[src/rtl/tetris_key_cmd.sv]
// tetris_key_cmd - turns PS/2 make/break events into Tetris commands with DAS/auto-repeat
// One-entry command register toward the game; sticky overflow flags dropped presses.
module tetris_key_cmd #(
    parameter int         DAS_DELAY  = 100_000_000,
    parameter int         ARR_PERIOD = 10_000_000,
    parameter logic [8:0] KEY_LEFT   = 9'h16B,
    parameter logic [8:0] KEY_RIGHT  = 9'h174,
    parameter logic [8:0] KEY_DOWN   = 9'h172,
    parameter logic [8:0] KEY_ROT    = 9'h175,
    parameter logic [8:0] KEY_DROP   = 9'h029,
    parameter logic [8:0] KEY_PAUSE  = 9'h04D
) (
    input  logic         clk,
    input  logic         rst,
    input  logic [511:0] key_down,
    input  logic [8:0]   last_change,
    input  logic         key_valid,
    input  logic         cmd_ready,
    output logic         cmd_valid,
    output logic [2:0]   cmd_code,
    output logic         overflow
);
    localparam int MAXP = (DAS_DELAY > ARR_PERIOD) ? DAS_DELAY : ARR_PERIOD;
    localparam int CW   = (MAXP > 2) ? $clog2(MAXP) : 1;
    localparam logic [CW-1:0] DAS_LOAD = CW'(DAS_DELAY - 1);
    localparam logic [CW-1:0] ARR_LOAD = CW'(ARR_PERIOD - 1);

    typedef enum logic [1:0] {IDLE, DAS, REPEAT} state_t;

    state_t        state, state_nx;
    logic [CW-1:0] cnt, cnt_nx;
    logic [8:0]    hkey, hkey_nx;
    logic [2:0]    press_code, ev_code;
    logic          press, rep_press, rep_fire, ev, xfer;

    function automatic logic [2:0] map_code(input logic [8:0] sc);
        if (sc == KEY_LEFT)       return 3'd1;
        else if (sc == KEY_RIGHT) return 3'd2;
        else if (sc == KEY_DOWN)  return 3'd3;
        else if (sc == KEY_ROT)   return 3'd4;
        else if (sc == KEY_DROP)  return 3'd5;
        else if (sc == KEY_PAUSE) return 3'd6;
        else                      return 3'd0;
    endfunction

    always_comb begin
        press_code = map_code(last_change);
        press      = key_valid & key_down[last_change] & (press_code != 3'd0);
        rep_press  = press & (press_code <= 3'd3);
        state_nx   = state;
        cnt_nx     = cnt;
        hkey_nx    = hkey;
        rep_fire   = 1'b0;
        if (rep_press) begin
            // last pressed repeatable key wins and restarts the delay
            state_nx = DAS;
            hkey_nx  = last_change;
            cnt_nx   = DAS_LOAD;
        end else if (state != IDLE) begin
            if (!key_down[hkey]) begin
                state_nx = IDLE;
                cnt_nx   = '0;
            end else if (cnt == '0) begin
                // a concurrent non-repeatable press suppresses this repeat, timing carries on
                rep_fire = ~press;
                state_nx = REPEAT;
                cnt_nx   = ARR_LOAD;
            end else begin
                cnt_nx = cnt - 1'b1;
            end
        end
        ev      = press | rep_fire;
        ev_code = press ? press_code : map_code(hkey);
        xfer    = cmd_valid & cmd_ready;
    end

    always_ff @(posedge clk or negedge rst) begin
        if (!rst) begin
            state <= IDLE;
            cnt   <= '0;
            hkey  <= '0;
        end else begin
            state <= state_nx;
            cnt   <= cnt_nx;
            hkey  <= hkey_nx;
        end
    end

    always_ff @(posedge clk or negedge rst) begin
        if (!rst) begin
            cmd_valid <= 1'b0;
            cmd_code  <= 3'd0;
            overflow  <= 1'b0;
        end else begin
            if (ev && (!cmd_valid || xfer)) begin
                cmd_valid <= 1'b1;
                cmd_code  <= ev_code;
            end else if (xfer) begin
                cmd_valid <= 1'b0;
                cmd_code  <= 3'd0;
            end
            if (press && cmd_valid && !cmd_ready) begin
                overflow <= 1'b1;
            end
        end
    end
endmodule

[config.mk]
export PLATFORM = sky130hd
export DESIGN_NAME = tetris_key_cmd
export DESIGN_NICKNAME = d
export VERILOG_FILES = /design/src/rtl/tetris_key_cmd.sv
export SDC_FILE = /design/constraint.sdc
export NUM_CORES = 1
export LEC_CHECK = 0
export ABC_AREA = 1
export ABC_CLOCK_PERIOD_IN_PS = 5580
export BUFFER_PORTS_ARGS = -buffer_cell sky130_fd_sc_hd__buf_2
export CAP_MARGIN = 5
export CORE_AREA = 2 2 209 211
export DETAILED_ROUTE_END_ITERATION = 12
export DIE_AREA = 0 0 211 213
export PLACE_DENSITY_LB_ADDON = 0.12
export SLEW_MARGIN = 20
export SYNTH_ARGS = -nofsm -noshare
export SYNTH_HDL_FRONTEND = slang
export SYNTH_SLANG_ARGS = --single-unit
[constraint.sdc]
create_clock -name clk -period 5.58 [get_ports clk]
set_input_delay 0.279 -clock clk [delete_from_list [all_inputs] [get_ports clk]]
set_output_delay 0.279 -clock clk [all_outputs]
set_load 0.1 [all_outputs]
; Word-level counts from Yosys, hierarchy flattened
; Index checks and enable logic that the tools add are counted.
[word_totals]
inputBits = 525
romBits = 0
ram_bits = 0
mem_count = 0
reg_bits = 43
latch_bits = 0
[op_classes]
muxes = 33
n_bitwise = 6
eq_ne = 13
div = 0
addsub = 1
n_lt_le_gt_ge = 3
shifts = 0
reduce_logical = 12
n_mul = 0
[ops]
columns = op, n
row1 = 2-to-1 mux 27 bit, 4
row2 = == test 9 bit (second input constant), 8
row3 = 2-to-1 mux 3 bit, 15
row4 = zero test 27 bit, 1
row5 = subtractor 27 x 1 -> 27 bit (second input constant), 1
row6 = < comparator 9 x 10 -> 1 bit (second input constant), 2
row7 = binary-select mux 1 bit (select 9 bit), 2
row8 = == test 9 x 6 -> 1 bit (second input constant), 2
row9 = == test 9 x 7 -> 1 bit (second input constant), 2
row10 = 2-to-1 mux 1 bit, 8
row11 = 2-to-1 mux 2 bit, 4
row12 = nonzero test 2 bit, 3
row13 = AND 1 bit, 4
row14 = <= comparator 3 x 2 -> 1 bit (second input constant), 1
row15 = logical AND 1 bit, 3
row16 = != test 3 x 2 -> 1 bit (second input constant), 1
row17 = nonzero test 3 bit, 1
row18 = zero test 1 bit, 2
row19 = AND reduction 2 bit, 1
row20 = logical OR 1 bit, 1
row21 = inverter 1 bit, 1
row22 = OR 1 bit, 1

; Logic depth before layout (Yosys ltp)
[depth]
ltp_word = 17
ltp_mapped = 23

; Worst setup path before layout
; Ideal clock, no wire load.
[synth_timing]
kind = flip-flop to flip-flop
from = reg cnt[0]
to = reg cnt[13]
arrival_ns = 2.308
path_stages_with_launch = 18
n_path_buf = 0
setup_ns = 0.128
setup_slack_ns = 3.144
required_time_ns = 5.452
cell_sequence = dfrtp_1 > inv_1 > ha_1 > nand2_1 > nor2_1 > nand2_1 > nor2_1 > nand3_1 > nor2_1 > nand2_1 > nor2_1 > nand2_1 > nor2_1 > nand2_1 > nor3_1 > inv_1 > nand3_1 > nand3_1
[synth_between]
elab_chain_cells = 5
elab_cells_between_ends = 6
[synth_lines]
columns = item, line_no
row1 = "start, declared", 31  ; logic [CW-1:0] cnt, cnt_nx;
row2 = "start signal, assigned", 84  ; cnt <= cnt_nx;
row3 = subtractor 27 x 1 -> 27 bit or zero test 27 bit (tied branches), "69, 63"
row4 = 2-to-1 mux 27 bit *, 63  ; end else if (cnt == '0) begin
row5 = 2-to-1 mux 27 bit *, 60  ; if (!key_down[hkey]) begin
row6 = 2-to-1 mux 27 bit *, 59  ; end else if (state != IDLE) begin
row7 = 2-to-1 mux 27 bit *, 54  ; if (rep_press) begin
; Every way passes the cells marked *; elsewhere a longest branch is shown, timed or not. The select of a mux whose other input is x is not followed.
; A chain may end at the register's enable or synchronous reset.

; Worst setup path after layout
[layout_timing]
from = reg hkey[1]
to = reg cnt[20]
[layout_between]
elab_chain_cells = 5
[layout_lines]
columns = item, line_no
row1 = "start, declared", 32  ; logic [8:0] hkey, hkey_nx;
row2 = "start signal, assigned", 85  ; hkey <= hkey_nx;
row3 = binary-select mux 1 bit (select 9 bit), 60
row4 = 2-to-1 mux 1 bit (implied by the code), 60
row5 = 2-to-1 mux 27 bit, 60
row6 = 2-to-1 mux 27 bit, 59
row7 = 2-to-1 mux 27 bit, 54
; Every way passes these cells. The select of a mux whose other input is x is not followed.

==> results.cfg <==
[run_status]
status = finished, final reports clean

[cells_and_area]
fin_cells = 3645
fin_area_sq_mm = 0.01562
drive_gt1_frac = 0.2025
synthToLayoutAreaGrowth_pct = 26.30
layout.cells.most_common_list = 1431 x nand2_1, 527 x buf_2, 234 x nor2_1, 163 x inv_1, 158 x o21ai_0
layout_commonest_cell = nand2_1
nNetsFinal = 3597

[critical_path]
cp.arrival_ps = 4350
critPathKind = register to register
critPathCaptureType = register
cp_max_fo = 38
critPathLaunchType = register
worstPathRequired_ps = 5790

[cts]
numCtsBuffers = 5
cts-root-buf = clkbuf_16
htreeDepth = 2
clockBufferDepth = 2
clkSinkCount = 43
cts.reportedPaths.clkPinSlew_ps = 70
postCtsSetupBuffers = 0
clk_latency_ps = 300
ctsHoldBuffers = 0
cts_resized = 0
cts_tree = yes

[floorplanning]
die_area_sq_mm = 0.04494
core_area_sq_mm = 0.04270
die_h_microns = 213
io_pins = 530
num_rows = 76
die_x_microns = 211
start_util = 0.2897

[routing]
via_per_inst = 5.422
wire_per_inst_microns = 22.54
antenna_left = 0
vias = 19760
wl_microns = 82160
first_iter_violations = 2116
firstDrtPassIters = 7
drc_errors = 0

[placement]
hpwl_microns = 62760
dpl_cell_area_sq_mm = 0.01538
place.gp.congestion = 0.9970
port_buffers = 529
placedCellCount = 3610

[yosys]
muxShareOfSynthArea = 0
ys_seq_area_frac = 0.08698
postSynthCellCount = 2643
synth_cell_types = 41
synth-simple-area-share = 0.6020
synth_top_family_by_area = simple AND/OR/NAND/NOR gates
synth_compound_area_frac = 0.1777
yosysWarnings = 0
synth_xor_xnor_area_share = 0.01345
netlist_area_sq_mm = 0.01237
ys_ff_latch = 43
synth_fa_ha_area_frac = 0.001011
avgSynthCellArea_sq_um = 4.681
synthesis.nets = 3169

[min_path]
hold_path.class = input pin to async pin

[run]
cap_violations = 0

[global_routing]
grt_overflow_total = 0
antenna_found_initial = 31
grt_max_degree = 98
grt_pass1_vias = 18650
grt_pass1_wl_microns = 119100
grtUsageTotal = 0.3528

[timing]
slew_violations = 0
fmax_mhz = 241.0
relSlewSlack = 0.3426
rsz0062_at_grt = false
setup_violations = 0
min_period_over_period = 0.7436
hold-worst-slack_ps = 16.91
worst_slew_pin_slew_ps = 986.2
finalHoldViolCount = 0
tns_ps = 0
finClkSkew_ps = 7.460
fin_crit_ps = 4149

[power]
max-vdd-ir-drop_mv = 0.1116
powerDensity_mw_per_mm2 = 215.1
leakage_uw = 0.009007
-- flip-flops by register name (all words and copies together) (netlist names) --
signal and count:
cmd_code 3, cmd_valid 1, cnt 27, hkey 9, overflow 1, state 2
-- cell families after synthesis --
family          count (synthesis)
compound gates                379
xor+xnor                       19
fa+ha+maj                       1
buf+inv                       332
flops                          43
simple gates                 1869
-- stage by stage --
stage / utilization / total power [uW] / setup WS [ps]
floorplan: - / 1936 / 3144
global placement: 0.3602 / 2930 / 1533
detailed placement: 0.3602 / 2939 / 1508
CTS: 0.3643 / 3308 / 1483
global route: 0.3658 / 3604 / 1204
finish: 0.3659 / 3360 / 1431
-- where the power goes --
group          internal, uW  switching (uW)
combinational           774            1700
clock                   223             139
sequential              376             145
total                  1370            1990
-- synthesized netlist by cell type --
library cell  instances  area (sq um)
buf_1                 7         26.28
nor2_1              240         900.9
o41ai_1               1         8.760
buf_6                 5         56.30
nand4_4               1         21.27
nor3_1               13         65.06
o21ai_1              15         75.07
inv_2                10         37.54
nand2_4               1         11.26
o21a_1                2         15.01
nand3_4               1         17.52
o311ai_0              1         8.760
inv_1               163         611.8
nand2_1            1431          5371
or2_1                 1         6.260
o21bai_1              1         7.510
a21oi_1              83         415.4
nand3b_1              7         52.55
inv_4                 1         6.260
o31a_1                1         8.760
buf_4                19         142.6
nor2_2                3         18.77
clkinv_1              2         7.510
nand2_2               5         31.28
dfrtp_1              43          1076
a22oi_1              98         735.7
xor2_1               14         122.6
nor2_4                6         67.56
ha_1                  1         12.51
o21ai_0             158         790.8
o31ai_1               1         7.510
nand3_1              97         485.5
o211ai_1             10         75.07
nor4_1                4         25.02
nand4_1              57         356.6
buf_2                90         450.4
nand3_2               1         10.01
xnor2_1               5         43.79
clkbuf_1             35         131.4
and2_1                1         6.260
o22ai_1               8         50.05
-- area by class of cell --
cell class	count	area (sq um)
Clock inverter	2	35.03
Inverter	176	663.1
Sequential cell	43	1081
Clock buffer	6	138.9
Timing Repair Buffer	577	3075
Multi-Input combinational cell	2268	9879
Fill cell	5035	27070
Tap cell	546	683.2
Antenna cell	27	67.56
-- path summary, 6_finish.rpt --
kind                            slack (ps)  depth (start not counted)           to        start
worst max-delay path                  1430                         16      cnt[20]      hkey[1]
worst min register to register         510                          2  cmd_code[1]  cmd_code[1]
min in group clk                       350                          4    cmd_valid    cmd_ready
worst max register to register        1430                         16      cnt[20]      hkey[1]
max in group asynchronous             5060                          1      hkey[0]          rst
worst min-delay path                    20                          1    cmd_valid          rst
-- worst max-delay path: stages, from the launching register on --
cell and delay (ps):
dfrtp_2 580, inv_2 440, buf_4 520, nand2_2 450
o21ai_0 490, nor2_1 100, nor2_1 100, nor2_1 80
nand2_1 60, nand3_1 120, nand3_1 110, nand3_1 80
nand2_1 110, nand2_2 160, nor2_4 400, nand2_1 120
o211ai_1 110
-- per-layer routing --
metal  vias to the layer above  global-route usage  part of all wire
li1                       9264                   -                 -
met1                      9101              0.4464              0.41
met2                      1166              0.5699              0.45
met3                       227             0.06854             0.095
met4                         6              0.1814             0.048
met5                         -                   0           0.00056
No activity file was read; power rests on OpenSTA's default activity.
